`src/rtl/alu_pipe_ctrl.sv`:
```
// Registered ALU front end: operands and opcode load from a shared bus on a
// load-strobe rising edge; result and flags register one edge later.
module alu_pipe_ctrl #(
  parameter int NB_DATA  = 8,
  parameter int NB_OP    = 6,
  parameter int NB_SHAMT = 3
) (
  input  logic               clk,
  input  logic               i_rst,
  input  logic [NB_DATA-1:0] i_dato,
  input  logic [1:0]         i_sel,
  input  logic               i_load,
  output logic [NB_DATA-1:0] o_result,
  output logic [2:0]         o_flags,
  output logic               o_valid
);

  localparam logic [NB_OP-1:0] OP_ADD = NB_OP'(6'b100000);
  localparam logic [NB_OP-1:0] OP_SUB = NB_OP'(6'b100010);
  localparam logic [NB_OP-1:0] OP_AND = NB_OP'(6'b100100);
  localparam logic [NB_OP-1:0] OP_OR  = NB_OP'(6'b100101);
  localparam logic [NB_OP-1:0] OP_XOR = NB_OP'(6'b100110);
  localparam logic [NB_OP-1:0] OP_NOR = NB_OP'(6'b100111);
  localparam logic [NB_OP-1:0] OP_SRA = NB_OP'(6'b000011);
  localparam logic [NB_OP-1:0] OP_SRL = NB_OP'(6'b000010);

  logic [NB_DATA-1:0] a_q, a_d, b_q, b_d;
  logic [NB_OP-1:0]   op_q, op_d;
  logic               load_q, load_d;
  logic               calc_q, calc_d;
  logic [NB_DATA-1:0] result_q, result_d;
  logic [2:0]         flags_q, flags_d;
  logic               valid_q, valid_d;

  logic               load_event;
  logic [NB_DATA:0]   sum, diff;
  logic [NB_SHAMT-1:0] shamt;
  logic [NB_DATA-1:0] alu_res;
  logic               alu_cy, alu_ovf;

  assign load_event = i_load & ~load_q;

  always_comb begin
    a_d    = a_q;
    b_d    = b_q;
    op_d   = op_q;
    load_d = i_load;
    calc_d = load_event;
    if (load_event) begin
      case (i_sel)
        2'b00:   a_d  = i_dato;
        2'b01:   b_d  = i_dato;
        2'b10:   op_d = i_dato[NB_OP-1:0];
        default: a_d  = result_q;
      endcase
    end
  end

  // Top bit of the widened difference is the unsigned borrow.
  always_comb begin
    sum     = {1'b0, a_q} + {1'b0, b_q};
    diff    = {1'b0, a_q} - {1'b0, b_q};
    shamt   = b_q[NB_SHAMT-1:0];
    alu_res = '0;
    alu_cy  = 1'b0;
    alu_ovf = 1'b0;
    case (op_q)
      OP_ADD: begin
        alu_res = sum[NB_DATA-1:0];
        alu_cy  = sum[NB_DATA];
        alu_ovf = (a_q[NB_DATA-1] == b_q[NB_DATA-1]) &&
                  (sum[NB_DATA-1] != a_q[NB_DATA-1]);
      end
      OP_SUB: begin
        alu_res = diff[NB_DATA-1:0];
        alu_cy  = diff[NB_DATA];
        alu_ovf = (a_q[NB_DATA-1] != b_q[NB_DATA-1]) &&
                  (diff[NB_DATA-1] != a_q[NB_DATA-1]);
      end
      OP_AND:  alu_res = a_q & b_q;
      OP_OR:   alu_res = a_q | b_q;
      OP_XOR:  alu_res = a_q ^ b_q;
      OP_NOR:  alu_res = ~(a_q | b_q);
      OP_SRA:  alu_res = NB_DATA'($signed(a_q) >>> shamt);
      OP_SRL:  alu_res = a_q >> shamt;
      default: alu_res = '0;
    endcase
  end

  always_comb begin
    result_d = result_q;
    flags_d  = flags_q;
    valid_d  = calc_q;
    if (calc_q) begin
      result_d = alu_res;
      flags_d  = {alu_ovf, alu_cy, (alu_res == '0)};
    end
  end

  // load_q resets high so a strobe held through reset release is ignored.
  always_ff @(posedge clk or posedge i_rst) begin
    if (i_rst) begin
      a_q      <= '0;
      b_q      <= '0;
      op_q     <= OP_ADD;
      load_q   <= 1'b1;
      calc_q   <= 1'b0;
      result_q <= '0;
      flags_q  <= 3'b000;
      valid_q  <= 1'b0;
    end else begin
      a_q      <= a_d;
      b_q      <= b_d;
      op_q     <= op_d;
      load_q   <= load_d;
      calc_q   <= calc_d;
      result_q <= result_d;
      flags_q  <= flags_d;
      valid_q  <= valid_d;
    end
  end

  assign o_result = result_q;
  assign o_flags  = flags_q;
  assign o_valid  = valid_q;

endmodule

```
`config.mk`:
```
export PLATFORM = sky130hd
export DESIGN_NAME = alu_pipe_ctrl
export DESIGN_NICKNAME = d
export VERILOG_FILES = /design/src/rtl/alu_pipe_ctrl.sv
export SDC_FILE = /design/constraint.sdc
export NUM_CORES = 1
export LEC_CHECK = 0
export CAP_MARGIN = 0
export CORE_MARGIN = 3
export CORE_UTILIZATION = 60
export CTS_CLUSTER_SIZE = 28
export DETAILED_ROUTE_END_ITERATION = 8
export MAX_ROUTING_LAYER = met4
export PLACE_DENSITY = 0.8
export SLEW_MARGIN = 20
export SYNTH_ARGS = -nofsm -noshare
export SYNTH_HDL_FRONTEND = slang
export SYNTH_SLANG_ARGS = --single-unit
```
`constraint.sdc`:
```
create_clock -name clk -period 5.2 [get_ports clk]
set_clock_uncertainty 0.2 [all_clocks]
set_input_delay 1.56 -clock clk [delete_from_list [all_inputs] [get_ports clk]]
set_output_delay 1.56 -clock clk [all_outputs]
set_load 0.01 [all_outputs]
```
== Yosys cells after proc, flatten, opt, wreduce, memory -nomap -nowiden ==
Cells that the tools add are included.
Word-level totals
  bits in registers: 36
  input port bits: 13
  word-level logic and storage cells: 45
Operators by class
  $add $sub $neg: 2
  eq/ne operators: 14
  shift operators: 2
  mux-type cells: 4
  bitwise logic cells: 7
  reduce and logical (&&, ||, !) cells: 8
Operators with widths (count)
  $pmux 8 s8: 1
  $eq 6x6->1 const B: 6
  $pmux 8 s2: 1
  $eq 6x2->1 const B: 2
  $add 8x8->9: 1
  $sub 8x8->9: 1
  $and 8x8->8: 1
  $logic_not 8->1: 1
  $not 8->8: 1
  $or 8x8->8: 1
  $shr 8x3->8: 1
  $sshr 8x3->8: 1
  $xor 8x8->8: 1
  $reduce_and 2->1: 3
  $pmux 1 s2: 2
  $ne 1x1->1: 3
  $eq 2x1->1 const B: 1
  $eq 2x2->1 const B: 1
  $logic_and 1x1->1: 2
  $logic_not 2->1: 1
  $not 1->1: 2
  $reduce_or 2->1: 1
  $and 1x1->1: 1
  $eq 1x1->1: 1

== Depth between registers and ports, before layout ==
Gate-level depths: netlist of the first run.
  word-level depth: 4
  gate-level depth with buffers: 11

== Worst setup path after synthesis of the first run ==
OpenSTA, ideal clock, no wires.
  kind: input port to flip-flop
  start point: in i_sel[0]
  end point: reg a_q[2]
  library setup time: 77 ps
  arrival: 2616 ps
  data required time: 4923 ps
  slack: 2306 ps
  cell stages on the path: 7
  buffers on the path: 2
  path through: inv_1 ha_1 nor2b_1 clkbuf_1 clkbuf_1 nor2_1 a21oi_1
On the way
  longest elaborated chain between the ends: 4
RTL lines
  from (decl): line 11  | input logic [1:0] i_sel,
  $eq 2x2->1 or $eq 2x1->1 (tied branches): line 50  | case (i_sel)
  $reduce_or 2->1 (no line)
  $not 1->1 (no line)
  $reduce_and 2->1 (no line)
  to (signal assigned): line 103  | a_q <= '0;
  to (signal assigned): line 112  | a_q <= a_d;
  to (decl): line 27  | logic [NB_DATA-1:0] a_q, a_d, b_q, b_d;
Parallel ways exist; a longest one is shown, timed or not.
A chain may end at the register's enable or synchronous reset.

== Final worst setup path of the first run ==
  start point: in i_sel[0]
  end point: reg a_q[3]
Same word-level chain as after synthesis.

==> flow_summary.yaml, run 1 <==
clock_network:
  h-tree-depth: 2
  clock_latency_ns: 0.29
  clk_pin_slew_worst_paths_ns: 0.07
  cts-hold-fix-buffers: 0
  clk_path_buf_depth: 2
  root_buffer: "clkbuf_8"
  cts_tree: "done"
  cts_buffers: 5
  post_cts_resized: 0
  cts_sinks: 36
  post-cts-setup-buffers: 0
synth:
  synthArstFlopShare_pct: 100
  netlist_area_um2: 3000
  yosys_warnings: 0
  synth_top_flop_cell: "dfrtp_1"
  syn_nets: 368
  synth_area_per_cell_um2: 9.22
  synth_seq_cells: 36
  syn_inst: 326
  synth_cell_types: 57
  ys_seq_area_share_pct: 30.1
  synth-edff-count: 0
power_and_ir_drop:
  irDropWorstVdd_mv: 0.346
  power_leakage_uw: 0.00149
  p_per_area_nw_per_um2: 422
drt:
  wl_per_cell_um: 17.0
  ant_nets: 0
  vias: 2499
  drcViolationCount: 0
  drtIter0Drc: 159
  totalWireLength_um: 6960
  drt_first_pass_iters: 5
  vias_per_cell: 6.10
flow_run:
  drv_cap: 0
grt:
  grt_pass1_wl_um: 11500
  antenna_found_initial: 0
  grt_pass1_vias: 2378
  grt_usage_pct: 25.0
  overflow: 0
  grt_max_degree: 38
worst_setup_path:
  worstRegToRegCells: 9
  slowest_stage: "nor2b_1"
  crit_chain: "clkdlybuf4s50_1, inv_1, ha_1, nor2b_1, nor2_1, a21oi_1"
  worst_ep_required_time_ns: 5.21
  crit_family: "simple AND/OR/NAND/NOR gates"
  endpoint_kind: "flop"
  crit_start: "i_sel[0]"
  critPathLaunchType: "input port"
  critical-path-max-stage-delay_ns: 0.77
  r2r-end: "o_flags[0]"
  r2r_slack_ns: 2.10
  critPathKind: "input port to flop"
  cp_num_buf_inv: 2
  reg2reg_from: "b_q[0]"
  worstSetupEndpoint: "a_q[3]"
  worst-path-max-fanout: 16
  cp.arrival_ns: 3.48
  cp.depth: 6
sta:
  rsz0062_at_grt: "false"
  period_needed_ns: 3.47
  hold_viol: 0
  max_freq_ghz: 0.288
  setup_viol: 0
  slew_violations: 0
  finalSetupTns_ns: 0
  tightest_slew_ns: 0.988
  relSlewSlack_pct: 34.0
  post-route-period-util_pct: 66.8
placed_design:
  place_congestion: 0.902
  hpwl_um: 5140
  portBuffers: 24
  dpl.cell_count: 402
floorplan:
  core-area_um2: 4790
  die_area_um2: 5890
  die_y_um: 76.8
  pin_count: 25
  num_rows: 25
  die_w_um: 76.8
  start_util_pct: 62.8
finish:
  antenna_cells: 0
  layout-drive-gt1-share_pct: 13.7
  n_fill_cell: 367
  area_growth_pct: 11.1
  nets: 384
  finalNonFillerCells: 410
min_path:
  hold_class: "flop to flop"
  hold_depth: 1
status:
  run_status: "completed"
==> report_power, final <==
part           internal, µW  total [µW]  switching [µW]
sequential              342         444             103
clock                   121         214            92.8
combinational           345         751             405
==> through the flow <==
stage | hold WS [ns] | area (µm²) | worst slack [ns] | total power, µW | utilization (%)
after floorplan | 0.152 | 3000 | 2.31 | 1000 | -
after global placement | 0.289 | 3240 | 1.62 | 1160 | 67.7
after detailed placement | 0.295 | 3240 | 1.45 | 1180 | 67.7
after CTS | 0.313 | 3340 | 1.74 | 1400 | 69.8
after global routing | 0.344 | 3340 | 1.58 | 1520 | 69.8
final | 0.308 | 3340 | 1.73 | 1410 | 69.8
==> cell usage in the layout, fill, tap and decap left out, types with 3 or more instances in the layout <==
cell type and instances:
nor2_1 28, o21ai_0 19, clkdlybuf4s50_1 24, nor2b_1 3, o22ai_1 4, dfrtp_1 34
xnor2_1 10, o221ai_1 3, xor2_1 3, nor3_1 5, nand2b_1 4, ha_1 27
a221oi_1 3, nand2_1 17, a211oi_1 3, clkbuf_8 7, nand3_1 5, mux2_2 22
a21oi_1 28, a21oi_2 3, mux2i_1 16, inv_1 27
==> cell type report <==
type,count,area (µm²),share of cell area (%)
Clock buffer,8,100,3.00
Inverter,27,101,3.04
Multi-Input combinational cell,246,1890,56.7
Sequential cell,36,903,27.1
Tap cell,67,83.8,2.51
Timing Repair Buffer,26,255,7.65
==> cell usage after synthesis (3+ instances only) <==
| library cell | instances | area share (%) |
|---|---|---|
| a211oi_1 | 3 | 0.75 |
| a21oi_1 | 28 | 4.7 |
| a21oi_2 | 3 | 0.87 |
| a221oi_1 | 3 | 0.87 |
| buf_2 | 7 | 1.2 |
| buf_6 | 3 | 1.1 |
| clkbuf_1 | 6 | 0.75 |
| dfrtp_1 | 34 | 28 |
| ha_1 | 27 | 11 |
| inv_1 | 27 | 3.4 |
| mux2_2 | 22 | 8.2 |
| mux2i_1 | 16 | 5.3 |
| nand2_1 | 17 | 2.1 |
| nand2b_1 | 4 | 0.83 |
| nand3_1 | 5 | 0.83 |
| nor2_1 | 28 | 3.5 |
| nor2b_1 | 3 | 0.62 |
| nor3_1 | 5 | 0.83 |
| o21ai_0 | 19 | 3.2 |
| o221ai_1 | 3 | 0.87 |
| o22ai_1 | 4 | 0.83 |
| xnor2_1 | 10 | 2.9 |
| xor2_1 | 3 | 0.87 |
==> logic make-up (layout without fill, tap and decap cells) <==
| group | after synthesis | in the layout | synth area share [%] |
|---|---|---|---|
| AO/OA/AOI/OAI | 93 | 93 | 21.3 |
| AND/OR/NAND/NOR | 73 | 73 | 11.8 |
| buffers and inverters | 44 | 61 | 6.87 |
| multiplexers | 38 | 38 | 13.6 |
| flip-flops | 36 | 36 | 30.1 |
| adder cells (fa/ha/maj) | 29 | 29 | 12.6 |
| XOR/XNOR | 13 | 13 | 3.79 |
==> routing by layer <==
layer,share of wire [%],vias up,track usage (%)
li1,-,1192,-
met1,44,1213,32.9
met2,48,85,40.1
met3,6.2,9,3.40
met4,1.4,0,8.15
met5,0,-,-
==> how the worst min path moves through the flow <==
stage | startpoint | end | slack [ns]
2_1_floorplan | calc_q | o_valid | 0.15
3_3_place_gp | o_result[0] | o_result[0] | 0.29
3_5_place_dp | o_flags[1] | o_flags[1] | 0.30
4_1_cts | o_result[0] | o_result[0] | 0.31
5_1_grt | o_result[0] | o_result[0] | 0.34
6_report | o_result[0] | o_result[0] | 0.31
==> worst register-to-register path, stage by stage, from the launching register on <==
cell and delay (ns):
dfrtp_1 0.56, ha_1 0.32, fa_1 0.40, a21oi_1 0.24, o21a_1 0.15, a21oi_1 0.05, xnor2_1 0.15, a221oi_1 0.50
nand3_1 0.20, o41ai_2 0.22
==> flip-flops by register name, summed over array words and instances (netlist names) <==
signal	flops
o_result	8
a_q	8
b_q	8
calc_q	1
load_q	1
op_q	6
o_flags	3
o_valid	1
No activity file was read; power rests on OpenSTA's default activity.
==> run 2, diff against run 1 <==
- CORE_UTILIZATION: 60 -> 59
- PLACE_DENSITY: 0.8 -> 0.79
- clock period: 5.2 -> 3.2 ns (I/O delays scaled with it)
==> flow_summary.yaml, run 2 (synthesis gave the netlist of run 1 again) <==
status:
  run_status: "completed"
finish:
  layout.cells.most_common_list: "dfrtp_1 (34), nor2_1 (28), a21oi_1 (28)"
  final_common_cell: "dfrtp_1"
  area_growth_pct: 11.9
  final_core_util_pct: 69.8
  antenna_cells: 0
  n_fill_cell: 378
  nets: 389
  layout-drive-gt1-share_pct: 14.9
worst_setup_path:
  crit_start: "a_q[4]"
  worstRegToRegCells: 9
  r2r_slack_ns: 0.32
  critPathKind: "flop to flop"
  r2r-end: "o_result[5]"
  reg2reg_from: "a_q[4]"
  worst-path-max-fanout: 6
  worstSetupEndpoint: "o_result[5]"
  cp.arrival_ns: 2.86
  critPathLaunchType: "flop"
  worst_ep_required_time_ns: 3.18
  endpoint_kind: "flop"
power_and_ir_drop:
  p_total_uw: 2280
  irDropWorstVdd_mv: 0.547
  power_leakage_uw: 0.00151
  p_per_area_nw_per_um2: 677
floorplan:
  die_w_um: 77.4
  die_area_um2: 5980
  core-area_um2: 4820
  start_util_pct: 62.4
  num_rows: 25
  die_y_um: 77.4
  pin_count: 25
sta:
  setup_viol: 0
  max_freq_ghz: 0.348
  hold_slack_ns: 0.311
  slew_violations: 0
  finalSetupTns_ns: 0
  hold_viol: 0
  period_needed_ns: 2.88
  rsz0062_at_grt: "false"
  post-route-period-util_pct: 89.9
  relSlewSlack_pct: 46.5
  tightest_slew_ns: 0.803
drt:
  totalWireLength_um: 6990
  drt_first_pass_iters: 4
  ant_nets: 0
  drcViolationCount: 0
  wl_per_cell_um: 16.8
  drtIter0Drc: 217
  vias: 2469
  vias_per_cell: 5.95
grt:
  grt_pass1_wl_um: 11800
  antenna_found_initial: 0
  grt_max_degree: 37
  grt_usage_pct: 25.3
  grt_pass1_vias: 2355
  overflow: 0
clock_network:
  cts_tree: "done"
  post_cts_resized: 0
  clk_path_buf_depth: 2
  cts-hold-fix-buffers: 0
  clk_pin_slew_worst_paths_ns: 0.07
  root_buffer: "clkbuf_8"
  cts_buffers: 5
  cts_sinks: 36
  post-cts-setup-buffers: 0
  clock_latency_ns: 0.29
  h-tree-depth: 2
placed_design:
  hpwl_um: 5350
  place_congestion: 0.961
  portBuffers: 24
min_path:
  hold_class: "flop to flop"
flow_run:
  drv_cap: 0
[run 2: metrics by stage]
step / setup WS [ns] / cells / instance area (µm²)
after floorplan: 0.542 / 326 / 3000
after global placement: 0.403 / 407 / 3280
after detailed placement: 0.356 / 407 / 3280
after CTS: 0.339 / 415 / 3360
after global routing: 0.148 / 415 / 3360
final: 0.323 / 415 / 3360
[run 2: per-layer routing]
metal  track usage, %  wire [µm]  vias up
li1                 -          -     1204
met1             36.3       3300     1160
met2             37.9       3210       98
met4             6.76         57        0
met3             3.25        424        7
met5                -          0        -
[run 2: worst min-delay path by stage]
stage | end | cells after the start | slack, ns | from
6_report | o_result[0] | 1 | 0.31 | o_result[0]
5_1_grt | o_result[0] | 1 | 0.35 | o_result[0]
4_1_cts | o_result[0] | 1 | 0.31 | o_result[0]
3_5_place_dp | o_result[0] | 1 | 0.30 | o_result[0]
3_3_place_gp | o_result[0] | 1 | 0.29 | o_result[0]
2_1_floorplan | o_valid | 0 | 0.15 | calc_q
[run 2: worst max-delay path: stages, from the launching register on]
cell and delay [ns]:
dfrtp_1 0.45, inv_1 0.08, ha_1 0.42, inv_1 0.13, a221o_1 0.34, a21oi_2 0.20, a21oi_1 0.12, xnor2_1 0.14
a221o_2 0.42, mux2_2 0.27
[run 2: power breakdown]
group	leakage (µW)	switching (µW)	internal, µW	total (µW)
Combinational	0.00103	669	575	1240
Sequential	0.000435	158	555	713
Clock	0.0000412	168	152	320
Total	0.00151	994	1280	2280
[run 2: area by class of cell]
cell class,count,area (µm²),area share (%)
Clock buffer,6,72.6,2.16
Inverter,27,101,3.02
Clock inverter,2,12.5,0.372
Timing Repair Buffer,31,293,8.71
Multi-Input combinational cell,246,1890,56.4
Tap cell,67,83.8,2.49
Sequential cell,36,903,26.9
